## src/rtl/trivium_pkg.sv

```systemverilog
// Shared constants and types for the Trivium keystream generator.
//   - Widths of key, IV and the 288-bit internal state.
//   - Tap positions in the algorithm's 1-based numbering (s1..s288).
//     State bit sN is stored at vector index N-1.
//   - FSM state encoding and the default warm-up length.
package trivium_pkg;

    localparam int KEY_W   = 80;
    localparam int IV_W    = 80;
    localparam int STATE_W = 288;
    localparam int CNT_W   = 11;

    localparam int WARMUP_ROUNDS_DEF = 1152;

    // Tap positions, 1-based as in the algorithm description.
    localparam int S066 = 66;
    localparam int S069 = 69;
    localparam int S091 = 91;
    localparam int S092 = 92;
    localparam int S093 = 93;
    localparam int S162 = 162;
    localparam int S171 = 171;
    localparam int S175 = 175;
    localparam int S176 = 176;
    localparam int S177 = 177;
    localparam int S243 = 243;
    localparam int S264 = 264;
    localparam int S286 = 286;
    localparam int S287 = 287;
    localparam int S288 = 288;

    typedef enum logic [1:0] {
        ST_IDLE   = 2'd0,
        ST_WARMUP = 2'd1,
        ST_FILL   = 2'd2,
        ST_RUN    = 2'd3
    } fsm_e;

endpackage

```

## src/rtl/trivium_round8.sv

```systemverilog
// Eight Trivium rounds unrolled as pure combinational logic.
// Ports:
//   state_i [287:0] : current state, s1 at bit 0
//   state_o [287:0] : state after eight rounds
//   z_o     [7:0]   : keystream bits; z_o[r] is the output of round r
module trivium_round8
    import trivium_pkg::*;
(
    input  logic [STATE_W-1:0] state_i,
    output logic [STATE_W-1:0] state_o,
    output logic [7:0]         z_o
);

    logic [STATE_W-1:0] s;
    logic               t1;
    logic               t2;
    logic               t3;

    always_comb begin
        s  = state_i;
        z_o = '0;
        t1 = 1'b0;
        t2 = 1'b0;
        t3 = 1'b0;
        for (int r = 0; r < 8; r++) begin
            t1 = s[S066-1] ^ s[S093-1];
            t2 = s[S162-1] ^ s[S177-1];
            t3 = s[S243-1] ^ s[S288-1];
            z_o[r] = t1 ^ t2 ^ t3;
            t1 = t1 ^ (s[S091-1] & s[S092-1]) ^ s[S171-1];
            t2 = t2 ^ (s[S175-1] & s[S176-1]) ^ s[S264-1];
            t3 = t3 ^ (s[S286-1] & s[S287-1]) ^ s[S069-1];
            // Three shift registers: s1..s93 fed by t3, s94..s177 by t1,
            // s178..s288 by t2; the last bit of each register falls off.
            s = {s[286:177], t2, s[175:93], t1, s[91:0], t3};
        end
        state_o = s;
    end

endmodule

```

## src/rtl/trivium_keystream_gen.sv

```systemverilog
// Trivium keystream generator producing one keystream byte per cycle.
// After a load it runs WARMUP_ROUNDS rounds (8 per cycle), then presents
// bytes on a registered valid/ready interface.
// Ports:
//   clk, rst_n       : clock, asynchronous active-low reset
//   enable           : global advance gate; 0 freezes everything (load too)
//   key [79:0]       : key, K1 = key[0]
//   iv  [79:0]       : IV, IV1 = iv[0]
//   load             : strobe, samples key/iv and restarts initialisation
//   ks_byte [7:0]    : keystream byte, bit 0 generated first
//   ks_valid         : ks_byte holds an unconsumed byte
//   ks_ready         : consumer takes ks_byte when ks_valid && ks_ready
//   busy             : high from load until the first byte is presented
module trivium_keystream_gen
    import trivium_pkg::*;
#(
    parameter int WARMUP_ROUNDS = WARMUP_ROUNDS_DEF
) (
    input  logic             clk,
    input  logic             rst_n,
    input  logic             enable,
    input  logic [KEY_W-1:0] key,
    input  logic [IV_W-1:0]  iv,
    input  logic             load,
    output logic [7:0]       ks_byte,
    output logic             ks_valid,
    input  logic             ks_ready,
    output logic             busy
);

    localparam logic [CNT_W-1:0] WARMUP_CNT = CNT_W'(WARMUP_ROUNDS);
    localparam logic [CNT_W-1:0] STEP_CNT   = CNT_W'(8);

    logic [STATE_W-1:0] state_q, state_d;
    logic [CNT_W-1:0]   cnt_q, cnt_d, cnt_inc;
    fsm_e               fsm_q, fsm_d;
    logic [7:0]         byte_q, byte_d;
    logic               valid_q, valid_d;
    logic               busy_q, busy_d;

    logic [STATE_W-1:0] step_state;
    logic [7:0]         step_z;
    logic [STATE_W-1:0] load_state;

    trivium_round8 u_round8 (
        .state_i (state_q),
        .state_o (step_state),
        .z_o     (step_z)
    );

    // s1..s80 = key, s94..s173 = iv, s286..s288 = 1, everything else 0.
    assign load_state = {3'b111, 112'b0, iv, 13'b0, key};
    assign cnt_inc    = cnt_q + STEP_CNT;

    always_comb begin
        state_d = state_q;
        cnt_d   = cnt_q;
        fsm_d   = fsm_q;
        byte_d  = byte_q;
        valid_d = valid_q;
        busy_d  = busy_q;
        if (enable) begin
            if (load) begin
                // Restart from any state; a pending byte is dropped.
                state_d = load_state;
                cnt_d   = '0;
                fsm_d   = ST_WARMUP;
                valid_d = 1'b0;
                busy_d  = 1'b1;
            end else begin
                case (fsm_q)
                    ST_IDLE: begin
                    end
                    ST_WARMUP: begin
                        state_d = step_state;
                        cnt_d   = cnt_inc;
                        if (cnt_inc == WARMUP_CNT) begin
                            fsm_d = ST_FILL;
                        end
                    end
                    ST_FILL: begin
                        state_d = step_state;
                        byte_d  = step_z;
                        valid_d = 1'b1;
                        busy_d  = 1'b0;
                        fsm_d   = ST_RUN;
                    end
                    ST_RUN: begin
                        // Refill in the same cycle as the handshake: no bubble.
                        if (valid_q && ks_ready) begin
                            state_d = step_state;
                            byte_d  = step_z;
                        end
                    end
                    default: begin
                        fsm_d = ST_IDLE;
                    end
                endcase
            end
        end
    end

    always_ff @(posedge clk or negedge rst_n) begin
        if (!rst_n) begin
            state_q <= '0;
            cnt_q   <= '0;
            fsm_q   <= ST_IDLE;
            byte_q  <= '0;
            valid_q <= 1'b0;
            busy_q  <= 1'b0;
        end else begin
            state_q <= state_d;
            cnt_q   <= cnt_d;
            fsm_q   <= fsm_d;
            byte_q  <= byte_d;
            valid_q <= valid_d;
            busy_q  <= busy_d;
        end
    end

    assign ks_byte  = byte_q;
    assign ks_valid = valid_q;
    assign busy     = busy_q;

endmodule

```

## config.mk

```make
export PLATFORM = sky130hd
export DESIGN_NAME = trivium_keystream_gen
export DESIGN_NICKNAME = d
export VERILOG_FILES = /design/src/rtl/trivium_pkg.sv /design/src/rtl/trivium_round8.sv /design/src/rtl/trivium_keystream_gen.sv
export SDC_FILE = /design/constraint.sdc
export NUM_CORES = 1
export LEC_CHECK = 0
export ABC_CLOCK_PERIOD_IN_PS = 4100
export BUFFER_PORTS_ARGS = -buffer_cell sky130_fd_sc_hd__buf_2
export CAP_MARGIN = 20
export CORE_ASPECT_RATIO = 0.75
export CORE_MARGIN = 2
export CORE_UTILIZATION = 30
export CTS_CLUSTER_DIAMETER = 200
export DETAILED_ROUTE_END_ITERATION = 8
export HOLD_SLACK_MARGIN = 0.05
export PLACE_DENSITY_LB_ADDON = 0.1
export SYNTH_ARGS = -nofsm -noshare
export SYNTH_HDL_FRONTEND = slang
export SYNTH_HIERARCHICAL = 1
export SYNTH_SLANG_ARGS = --single-unit
```

## constraint.sdc

```tcl
create_clock -name clk -period 4.1 [get_ports clk]
set_input_delay 1.23 -clock clk [delete_from_list [all_inputs] [get_ports clk]]
set_output_delay 1.23 -clock clk [all_outputs]
set_load 0.02 [all_outputs]
```

### Yosys cells after proc, flatten, opt, wreduce, memory -nomap -nowiden

Index checks and enable logic that the tools add are counted.

| word-level totals | value |
|---|---|
| flip-flop bits (word level) | 311 |
| input port bits | 165 |
| output and inout port bits | 10 |
| logic and storage cells | 153 |

| cells by class | value |
|---|---|
| $add $sub $neg | 1 |
| equality and inequality tests | 7 |
| muxes and demuxes | 14 |
| bitwise operators | 113 |
| reductions and logical operators | 12 |

Operators by type and width:

| cell | count |
|---|---|
| 288-bit two-way mux | 2 |
| 288-bit case mux with 2 select lines | 1 |
| 1-bit XOR | 88 |
| 1-bit AND | 24 |
| 11-bit two-way mux | 2 |
| 8-bit case mux with 2 select lines | 1 |
| 11-bit by 4-bit adder with 11-bit output, second input constant | 1 |
| 11-bit == test, second input constant | 1 |
| 8-bit two-way mux | 1 |
| 3-bit inequality test, second input constant | 2 |
| 3-bit AND reduction | 2 |
| 2-bit nonzero test | 3 |
| 3-bit nonzero test | 2 |
| 2-bit == test, second input constant | 2 |
| 1-bit two-way mux | 4 |
| 2-bit two-way mux | 2 |
| 2-bit case mux with 2 select lines | 1 |
| 2-bit AND reduction | 2 |
| 4-bit AND reduction | 1 |
| 2-bit by 1-bit == test with 1-bit output, second input constant | 1 |
| 2-bit inequality test, second input constant | 1 |
| 2-bit OR reduction | 1 |
| 1-bit logical AND | 1 |
| 1-bit NOT | 1 |

### Logic depth before layout (Yosys ltp)

Gate-level depths: netlist (run 1).

| depth | value |
|---|---|
| depth in word-level cells | 6 |
| mapped depth | 9 |
| gate-level depth less buffers | 6 |

### By module

The synthesis (run 1) kept the hierarchy.

By module, submodules not included:

| module | times used | cells an instance | area an instance (sq um) | seq. area each (sq um) |
|---|---|---|---|---|
| trivium_keystream_gen | 1 | 1093 | 12893.6 | 7707.4 |
| trivium_round8 | 1 | 347 | 3149.3 | 0.0 |

### Worst setup path after synthesis (run 1)

Ideal clock, no wire load.

| path | value |
|---|---|
| path type | input-to-reg |
| start point | in ks_ready |
| end point | reg state_q[173] |
| setup time | 121 ps |
| data arrival time | 2230 ps |
| data required time | 3979 ps |
| setup slack | 1749 ps |
| stages on the path | 7 |
| buffers on the path | 3 |
| cell sequence | nand3_1 o21ai_1 o21ai_1 buf_2 buf_4 buf_2 a22o_1 |

| on the way | value |
|---|---|
| longest elaborated chain between the ends | 3 |

RTL lines:

| what | line | text |
|---|---|---|
| from (decl) | trivium_keystream_gen.sv:27 | `input logic ks_ready,` |
| 1-bit logical AND | trivium_keystream_gen.sv:90 | `if (valid_q && ks_ready) begin` |
| 3-bit inequality test (no line) | -- |  |
| 3-bit AND reduction (no line) | -- |  |
| to (signal assigned) | trivium_keystream_gen.sv:112 | `state_q <= state_d;` |
| to (decl) | trivium_keystream_gen.sv:34 | `logic [STATE_W-1:0] state_q, state_d;` |

No other way between the ends.
A chain may end at the register's enable or synchronous reset.

### Final worst setup path (run 1)

| path | value |
|---|---|
| start point | in load |
| end point | reg byte_q[6] (netlist: ks_byte[6]) |

| on the way | value |
|---|---|
| longest elaborated chain between the ends | 2 |

RTL lines:

| what | line | text |
|---|---|---|
| from (decl) | trivium_keystream_gen.sv:24 | `input logic load,` |
| 1-bit NOT (no line) | -- |  |
| 4-bit AND reduction (no line) | -- |  |
| to (signal assigned) | trivium_keystream_gen.sv:115 | `byte_q <= byte_d;` |
| to (decl) | trivium_keystream_gen.sv:37 | `logic [7:0] byte_q, byte_d;` |

No other way between the ends.

==> results of run 1 <==
final cells by class:
type,count,area (sq um),area share (%)
well taps,712,891,5.25
flip-flops and latches,308,7710,45.5
diodes,3,7.51,0.0443
clock inverters,13,161,0.952
multi-input cells,769,5880,34.7
inverters,10,37.5,0.221
repair buffers,192,1160,6.86
clock buffers,57,1100,6.50
worst paths after layout:
path                                       from  slack, ps  depth (start not counted)                  endpoint
max in group asynchronous                 rst_n       2390                          2  state_q[266]$_DFFE_PN0P_
max                                        load       1700                          5    ks_byte[6]$_DFFE_PN0P_
min reg2reg                    busy$_DFFE_PN0P_        470                          2          busy$_DFFE_PN0P_
min                            busy$_DFFE_PN0P_        470                          2          busy$_DFFE_PN0P_
max reg2reg                fsm_q[0]$_DFFE_PN0P_       1850                          6    state_q[4]$_DFFE_PN0P_
min in group asynchronous                 rst_n        700                          1      ks_valid$_DFFE_PN0P_
Yosys cell counts (3+ instances only):
cell	number	share of area, %
ha_1	4	0.31
xnor2_1	12	0.66
dfrtp_1	308	48
xnor3_1	8	1.1
o22ai_1	7	0.27
buf_2	36	1.1
mux2i_1	163	10
a21oi_1	6	0.19
xor3_1	23	3.4
a22o_1	125	6.8
nor3_1	5	0.16
nand2_1	193	4.5
nand3_1	3	0.094
inv_1	10	0.23
nand4_1	6	0.23
nor2_1	3	0.070
clkbuf_1	35	0.82
o22a_1	3	0.16
o21ai_0	161	5.0
nor2b_1	6	0.23
mux2_2	9	0.63
xnor2_2	12	1.2
buf_4	282	13
per-layer routing:
metal	up-vias	GRT usage [%]	part of all wire, %
met5	-	0	0.22
met4	14	3.99	1.8
met3	62	3.50	5.5
met2	142	19.8	42
met1	4517	21.3	51
li1	4495	-	-
state kept, by name, summed over array words and instances, names as in the netlist:
name      flops
ks_valid      1
state_q     288
cnt_q         8
ks_byte       8
fsm_q         2
busy          1
where the power goes:
part	total, mW	internal [mW]	switching [mW]
Sequential	3.87	3.50	0.378
Clock	3.44	2.06	1.38
Combinational	1.67	0.788	0.878
Total	8.98	6.34	2.64
logic make-up after synthesis:
kind of cell | Yosys count | synth area share (%)
compound gates | 315 | 13.3
xor+xnor | 56 | 6.57
fa+ha+maj | 4 | 0.312
buf+inv | 363 | 15.4
flops | 308 | 48.0
mux | 172 | 10.8
simple gates | 222 | 5.63
worst min-delay path: stages, from the launching register on:
cell and delay, ps:
dfrtp_1 340, nand2_1 50, nand2_1 50
==> metrics, run 1 <==
status completed; post-synthesis async set-or-reset flop share between 90% and 100%; RSZ-0062 raised after global routing false; post-route minimum period 2400 ps; worst hold slack 469 ps; crit end category flip-flop; clock buffer depth 3; fmax 0.416 GHz; CP Max Fanout 41; initial antenna violation count 10; routability congestion estimate about 0.74; post-route antenna net violation count 0; Slew headroom 45.1%; max-cap viol count 0; leakage power 8.23 nW; vias 9,230; CTS tree yes; vias in the first global route 9,407; Crit-path slowest cell a21oi_2; residual DRC count 0; CP Class in -> reg; Most used DFF post-synth dfrtp_1; global route total overflow 0; H-tree depth 2; Cell Count, Final, Fillers Out 2,064; startpoint types input pin; gr usage total approximately 14%; core footprint 52,900 sq um; Mean Syn Cell Area 11.1 sq um; Post CTS Setup Buffer Count 0; I/O pins 175; Finished Core Util 32.1%; VDD IR max 0.000231 V; slowest stage delay, CP 500 ps; clock sink count 308; Finished Cell Area 17,000 sq um; DP HPWL about 26 mm; crit-path cells buf_8, nor2b_1, nand2_1, a21oi_2, mux2_2; DR iter-0 viols 506; total power 8.98 mW; final wirelength 38.5 mm; Port Buffer Count 174; Hold Path Class reg -> reg; placed cells between 1,500 and 2,000; DIE HEIGHT 204 microns; Clk Latency, worst-skew pair 560 ps; syn_nets 1,609; fraction of the yosys area taken by sequential cells roughly half; global-route wire length before repair 59.9 mm; pin count of the biggest net entering global routing 162; Worst-Margin Slew 824 ps; Post-Synthesis Cell Area 16,000 sq um; Filler Cells Inserted between 5,000 and 6,000; Post-layout nets 1,488; Fin. Hold Viols 0; CP Buf/Inv Count 1; synth-to-layout area growth 5.68%; fin. max-slew vios 0; Initial Util about 30%; post-synthesis register bit count ~310; wire per inst 18.7 microns; CTS Root Cell clkbuf_16; pwr/cell area 530 nW/um^2; layout cell share with drive strength beyond 1 21.1%; Pre-Repair DR Iteration Count 6; dpl ws about 1100 ps; Yosys warnings 6; clock slew at reported path FFs approximately 50 ps; Crit path arrival time 2830 ps; Post-CTS Hold Buffers 0; # rows 73; Post-synth EDFFs 0; most frequent cells in the layout dfrtp_1, nand2_1, buf_2; setup TNS 0 ps; critical path's top delay family compound AO/OA/AOI/OAI gates; commonest non-fill, non-tap cell in the layout dfrtp_1; Resize count post-CTS 0; Avg Vias per Cell 4.47; clock skew about 21 ps; Final WS setup 1700 ps; Synth Instances about 1,400; DP Area 15,700 sq um; Worst EP required 4530 ps; Die Width 271 microns; area of the die 55,400 sq um; TritonCTS Buffers 38; period utilisation layout 58.6%; synth unique cells 40; # setup viols final 0
Note: power is estimated with default switching activity, not from simulation.
==> inputs of run 2 (changes only) <==
--- a/config.mk
+++ b/config.mk
@@ -5,7 +5,7 @@
 export SDC_FILE = /design/constraint.sdc
 export NUM_CORES = 1
 export LEC_CHECK = 0
-export ABC_CLOCK_PERIOD_IN_PS = 4100
+export ABC_CLOCK_PERIOD_IN_PS = 2300
 export BUFFER_PORTS_ARGS = -buffer_cell sky130_fd_sc_hd__buf_2
 export CAP_MARGIN = 20
 export CORE_ASPECT_RATIO = 0.75
==> constraint.sdc (replaced) <==
create_clock -name clk -period 2.3 [get_ports clk]
set_input_delay 0.69 -clock clk [delete_from_list [all_inputs] [get_ports clk]]
set_output_delay 0.69 -clock clk [all_outputs]
set_load 0.02 [all_outputs]
==> run 2 against run 1 <==
Against the previous run:
- global-route usage up 0.37 points
- final cell count is 1.0% higher
- clock power increased by 56%
- clock skew decreased by 6.4 ps
- critical path depth up 2
- largest cell class unchanged
- hold slack lost 46 ps
==> metrics, run 2 (synthesis results as in run 1) <==
status completed; Crit-path slowest cell dfrtp_1; Avg Vias per Cell 4.43 (-0.96%); pwr/cell area 900 nW/um^2 (+70%); H-tree depth 2 (unchanged); reg2reg path depth 7 (+1); startpoint types flip-flop; VDD IR max 0.000412 V (+78%); Final WS setup 233 ps (-1460 ps); area of the die 55,400 sq um (unchanged); Flop pwr share 44.7% (+1.6 points); pin count of the biggest net entering global routing 70 (-57%); CP Max Fanout 35 (-15%); Slew headroom 66.1% (+21 points); vias in the first global route 9,740 (+3.5%); end point of the critical path state_q[238]$_DFFE_PN0P_; fmax 0.484 GHz; Post-CTS Hold Buffers 1 (+1); internal power 10.8 mW (+70%); initial antenna violation count 9 (-1); Fin. Hold Viols 0 (unchanged); CTS tree yes; DP HPWL 27.7 mm (+6.1%); worst r2r src fsm_q[0]$_DFFE_PN0P_; fin. max-slew vios 0 (unchanged); # rows 73 (unchanged); leakage power 8.33 nW (+1.1%); Resize count post-CTS 0 (unchanged); CTS Root Cell clkbuf_16; RSZ-0062 raised after global routing false; Finished Cell Area 17,100 sq um (+0.74%); dpl ws 206 ps (-902 ps); routability congestion estimate 0.745 (+0.46%); Post CTS Setup Buffer Count 0 (unchanged); Clk Latency, worst-skew pair 550 ps (about the same); Switch Pwr 4.61 mW (+75%); synth-to-layout area growth 6.47%; Port Buffer Count 174 (unchanged); Die Width 271 microns (unchanged); Largest Register state_q; max-cap viol count 0 (unchanged); post-route minimum period around 2100 ps; max reg flops 288 (unchanged); most frequent cells in the layout dfrtp_1, nand2_1, buf_2; critical path launch point fsm_q[0]$_DFFE_PN0P_; setup TNS 0 ps (unchanged); CP Class reg -> reg; global route total overflow 0 (unchanged); layout cell share with drive strength beyond 1 22.2% (+1.2 points); Initial Util 30.3% (unchanged); Crit path arrival time 2490 ps (-340 ps); clock slew at reported path FFs 60 ps (about the same); DIE HEIGHT 204 microns (unchanged); slowest stage delay, CP 440 ps (-60 ps); clock skew 14.4 ps (-6.41 ps); period utilisation layout 89.9%; Filler Cells Inserted 5,368 (-1.2%); global-route wire length before repair 61.1 mm (+2.0%); final wirelength 39.0 mm (+1.3%); gr usage total 14.5% (+0.37 points); TritonCTS Buffers 36 (-5.3%); commonest non-fill, non-tap cell in the layout dfrtp_1; crit-path cells inv_1, ha_1, o21ai_1, o21ai_4, buf_12, buf_4, a22o_1; Hold Path Class in -> reg; residual DRC count 0 (unchanged); Worst EP required 2720 ps (-1810 ps); RR Endpoint state_q[238]$_DFFE_PN0P_; Worst-Margin Slew 504 ps (-320 ps); DR iter-0 viols 681 (+35%); clock buffer depth 3 (unchanged); vias 9,234 (+0.043%); I/O pins 175 (unchanged); crit end category flip-flop; wire per inst 18.7 microns (+0.27%); R2R Setup Slk 230 ps (-1620 ps); DP Area 16,000 sq um (+2.1%); core footprint 52,900 sq um (unchanged); switch share 30.0% (+0.65 points); Pre-Repair DR Iteration Count 6 (unchanged); combinational share of power 20.4% (+1.8 points); Post-layout nets 1,517 (+1.9%); post-route antenna net violation count 0 (unchanged); placed cells 2,021 (+1.5%); Clock power frac 34.9% (-3.4 points); clock sink count 308 (unchanged); Cell Count, Final, Fillers Out 2,085 (+1.0%); # setup viols final 0 (unchanged)
[run 2: cell types whose count changed in the layout (fill, tap and decap cells not counted), sizes merged]
cell	previous run	this run
buf	192	222
clkbuf	57	50
diode	3	2
dlygate4sd3	0	1
clkinv	7	9
clkinvlp	1	0
bufinv	3	0
[run 2: power by group through the flow]
stage | sequential [mW] | clock, mW | combinational [mW]
finish | 6.88 | 5.36 | 3.14
global route | 7.00 | 5.84 | 3.49
CTS | 6.90 | 5.61 | 3.21
detailed placement | 6.99 | 0 | 3.20
global placement | 6.98 | 0 | 3.18
floorplan | 6.75 | 0 | 3.00
[run 2: final cells by class]
cell class	count	area [sq um]	area share [%]
Sequential cell	308	7710	45.1
Inverter	10	37.5	0.220
Multi-Input combinational cell	769	5880	34.4
Antenna cell	2	5.00	0.0293
Tap cell	712	891	5.22
Clock buffer	50	995	5.82
Timing Repair Buffer	223	1500	8.78
Clock inverter	11	62.6	0.366
[run 2: worst min-delay path by stage]
stage	to	slack [ps]	depth (start not counted)	start
finish	state_q[124]$_DFFE_PN0P_	420	3	iv[31]
global route	state_q[97]$_DFFE_PN0P_	410	3	iv[4]
CTS	state_q[124]$_DFFE_PN0P_	390	3	iv[31]
detailed placement	busy$_DFFE_PN0P_	470	2	busy$_DFFE_PN0P_
global placement	busy$_DFFE_PN0P_	460	2	busy$_DFFE_PN0P_
floorplan	busy$_DFFE_PN0P_	390	0	rst_n
[run 2: routing by layer]
metal | wire, microns | GRT usage (%)
met1 | 19600 | 21.5
met2 | 16600 | 21.1
met3 | 2090 | 3.08
met4 | 765 | 4.03
met5 | 64 | 0
[run 2: stage by stage]
| step | total power [mW] | hold slack (ps) | util, % |
|---|---|---|---|
| floorplan | 9.75 | 394 | - |
| global placement | 10.2 | 461 | 30.3 |
| detailed placement | 10.2 | 469 | 30.3 |
| CTS | 15.7 | 386 | 32.3 |
| global route | 16.3 | 414 | 32.3 |
| finish | 15.4 | 424 | 32.3 |
[run 2: critical path, delay by kind of cell (launching register included)]
family,cells,cell delay [ps]
flip-flops,1,440
AO/OA/AOI/OAI,3,700
adder cells (fa/ha/maj),1,280
buffers and inverters,3,490
==> inputs of run 3 (changes only) <==
--- a/config.mk
+++ b/config.mk
@@ -14,7 +14,7 @@
 export CTS_CLUSTER_DIAMETER = 200
 export DETAILED_ROUTE_END_ITERATION = 8
 export HOLD_SLACK_MARGIN = 0.05
-export PLACE_DENSITY_LB_ADDON = 0.1
+export PLACE_DENSITY_LB_ADDON = 0.05
 export SYNTH_ARGS = -nofsm -noshare
 export SYNTH_HDL_FRONTEND = slang
 export SYNTH_HIERARCHICAL = 1
==> run 3 against run 2 <==
Against the previous run:
- non-clock buffer count rose by 3
- hold slack lost 330 ps
- total power increased by 6.9%
- wire length rose by 2.9%
- maximum frequency rose by 1.8%
- sequential power about the same
- global-route usage rose by 0.25 points
- worst setup slack better by 37 ps
- critical path type unchanged
- critical endpoint is now state_q[179]$_DFFE_PN0P_
- largest cell class unchanged
- largest power group unchanged
- highest routed layer unchanged
==> metrics, run 3 (synthesis results as in run 1) <==
status completed; CP Class reg -> reg; combinational share of power 19.1% (-1.3 points); commonest non-fill, non-tap cell in the layout dfrtp_1; crit-path cells inv_1, ha_1, o21ai_1, o21ai_4, buf_12, buf_4, a22o_1; post-route minimum period 2030 ps (-37.1 ps); Filler Cells Inserted 5,398 (+0.56%); DR iter-0 viols 569 (-16%); post-route antenna net violation count 0 (unchanged); fin. max-slew vios 0 (unchanged); RSZ-0062 raised after global routing false; max reg flops 288 (unchanged); gr usage total 14.7% (+0.25 points); CP Buf/Inv Count 3 (unchanged); CTS Root Cell clkbuf_16; Port Buffer Count 174 (unchanged); vias in the first global route 9,657 (-0.85%); synth-to-layout area growth 8.63%; clock buffer depth 3 (unchanged); VDD IR max 0.000501 V (+22%); Crit-path slowest cell dfrtp_1; startpoint types flip-flop; DP HPWL 28.3 mm (+2.0%); Worst-Margin Slew 520 ps (+15.3 ps); CTS tree yes; switch share 28.4% (-1.6 points); CP Max Fanout 40 (+14%); crit end category flip-flop; max-cap viol count 0 (unchanged); leakage power 8.49 nW (+1.9%); global-route wire length before repair 62.2 mm (+1.9%); final wirelength 40.2 mm (+2.9%); vias 9,332 (+1.1%); residual DRC count 0 (unchanged); Cell Count, Final, Fillers Out 2,092 (+0.34%); global route total overflow 0 (unchanged); I/O pins 175 (unchanged); Resize count post-CTS 0 (unchanged); critical path's top delay family compound AO/OA/AOI/OAI gates; period utilisation layout 88.3% (-1.6 points); # rows 73 (unchanged); Clk Latency, worst-skew pair 530 ps (-20 ps); H-tree depth 2 (unchanged); pin count of the biggest net entering global routing 57 (-19%); Crit path arrival time 2440 ps (-50 ps); Post-CTS Hold Buffers 0 (-1); pwr/cell area 943 nW/um^2 (+4.8%); area of the die 55,400 sq um (unchanged); fmax 0.493 GHz (+1.8%); Clock power frac 39.0% (+4.1 points); Switch Pwr 4.68 mW (+1.3%); Fin. Hold Viols 0 (unchanged); wire per inst 19.2 microns (+2.6%); DIE HEIGHT 204 microns (unchanged); setup TNS 0 ps (unchanged); Worst EP required 2710 ps (about the same); clock slew at reported path FFs 60 ps (about the same); # setup viols final 0 (unchanged); layout cell share with drive strength beyond 1 23.1% (+0.83 points); clock sink count 308 (unchanged); routability congestion estimate 0.720 (-3.3%); reg2reg path depth 7 (unchanged); Post CTS Setup Buffer Count 0 (unchanged); Die Width 271 microns (unchanged); Slew headroom 65.1% (-1.0 points); number of stages on the worst setup path 7 (unchanged); Largest Register state_q; Hold Path Class in -> async; initial antenna violation count 8 (-1); core footprint 52,900 sq um (unchanged); most frequent cells in the layout dfrtp_1, nand2_1, buf_2; clock skew 15.0 ps (+0.640 ps); slowest stage delay, CP 410 ps (-30 ps); Pre-Repair DR Iteration Count 4 (-2); Post-layout nets 1,521 (+0.26%); internal power 11.8 mW (+9.4%); Initial Util 30.3% (unchanged); Avg Vias per Cell 4.46 (+0.72%); TritonCTS Buffers 37 (+2.8%); placed cells 2,025 (+0.20%); Flop pwr share 42.0% (-2.7 points)
## run 3: changes by cell type in the layout (fill, tap and decap cells not counted), moves of 2 or more
cell / change
buf_12: +5
bufinv_16: +6
clkinv_2: -5
clkbuf_8: +5
clkinv_4: +2
clkbuf_1: -5
clkbuf_16: +2
## run 3: area by class of cell
class / count / area, sq um / share of cell area, %
antenna: 2 / 5.00 / 0.0287
timing repair buffer: 226 / 1580 / 9.08
sequential: 308 / 7710 / 44.2
inverter: 10 / 37.5 / 0.215
multi-input combinational: 769 / 5880 / 33.8
tap: 712 / 891 / 5.11
clock buffer: 52 / 1090 / 6.28
clock inverter: 13 / 226 / 1.30
## run 3: metal layers
| metal | share of wire (%) | global-route usage, % | vias up |
|---|---|---|---|
| met1 | 51 | 22.5 | 4541 |
| met4 | 1.4 | 2.90 | 12 |
| met3 | 6.1 | 3.76 | 57 |
| met2 | 41 | 20.7 | 148 |
| li1 | - | - | 4574 |
| met5 | 0.19 | 0 | - |
## run 3: through the flow
step	hold slack, ps	total power [mW]	worst slack (ps)	area [sq um]	utilization [%]
CTS	102	16.8	256	17400	32.9
detailed placement	466	10.2	197	16100	30.4
finish	97.2	16.4	270	17400	33.0
global route	113	17.4	113	17400	32.9
floorplan	394	9.75	448	16000	-
global placement	458	10.2	212	16100	30.4
## run 3: power by group through the flow
stage / Combinational, mW / Clock [mW] / Sequential [mW]
5_1_grt: 3.52 / 6.87 / 7.03
6_report: 3.14 / 6.41 / 6.90
3_3_place_gp: 3.19 / 0 / 7.01
2_1_floorplan: 3.00 / 0 / 6.75
3_5_place_dp: 3.20 / 0 / 7.02
4_1_cts: 3.22 / 6.65 / 6.92
## run 3: worst paths after layout
kind / start / end / slack (ps)
worst max-delay path: fsm_q[0]$_DFFE_PN0P_ / state_q[179]$_DFFE_PN0P_ / 270
worst min-delay path: rst_n / cnt_q[6]$_DFFE_PN0P_ / 100
worst max register to register: fsm_q[0]$_DFFE_PN0P_ / state_q[179]$_DFFE_PN0P_ / 270
worst min register to register: busy$_DFFE_PN0P_ / busy$_DFFE_PN0P_ / 470
max in group asynchronous: rst_n / state_q[68]$_DFFE_PN0P_ / 1470
min in group clk: iv[2] / state_q[95]$_DFFE_PN0P_ / 450
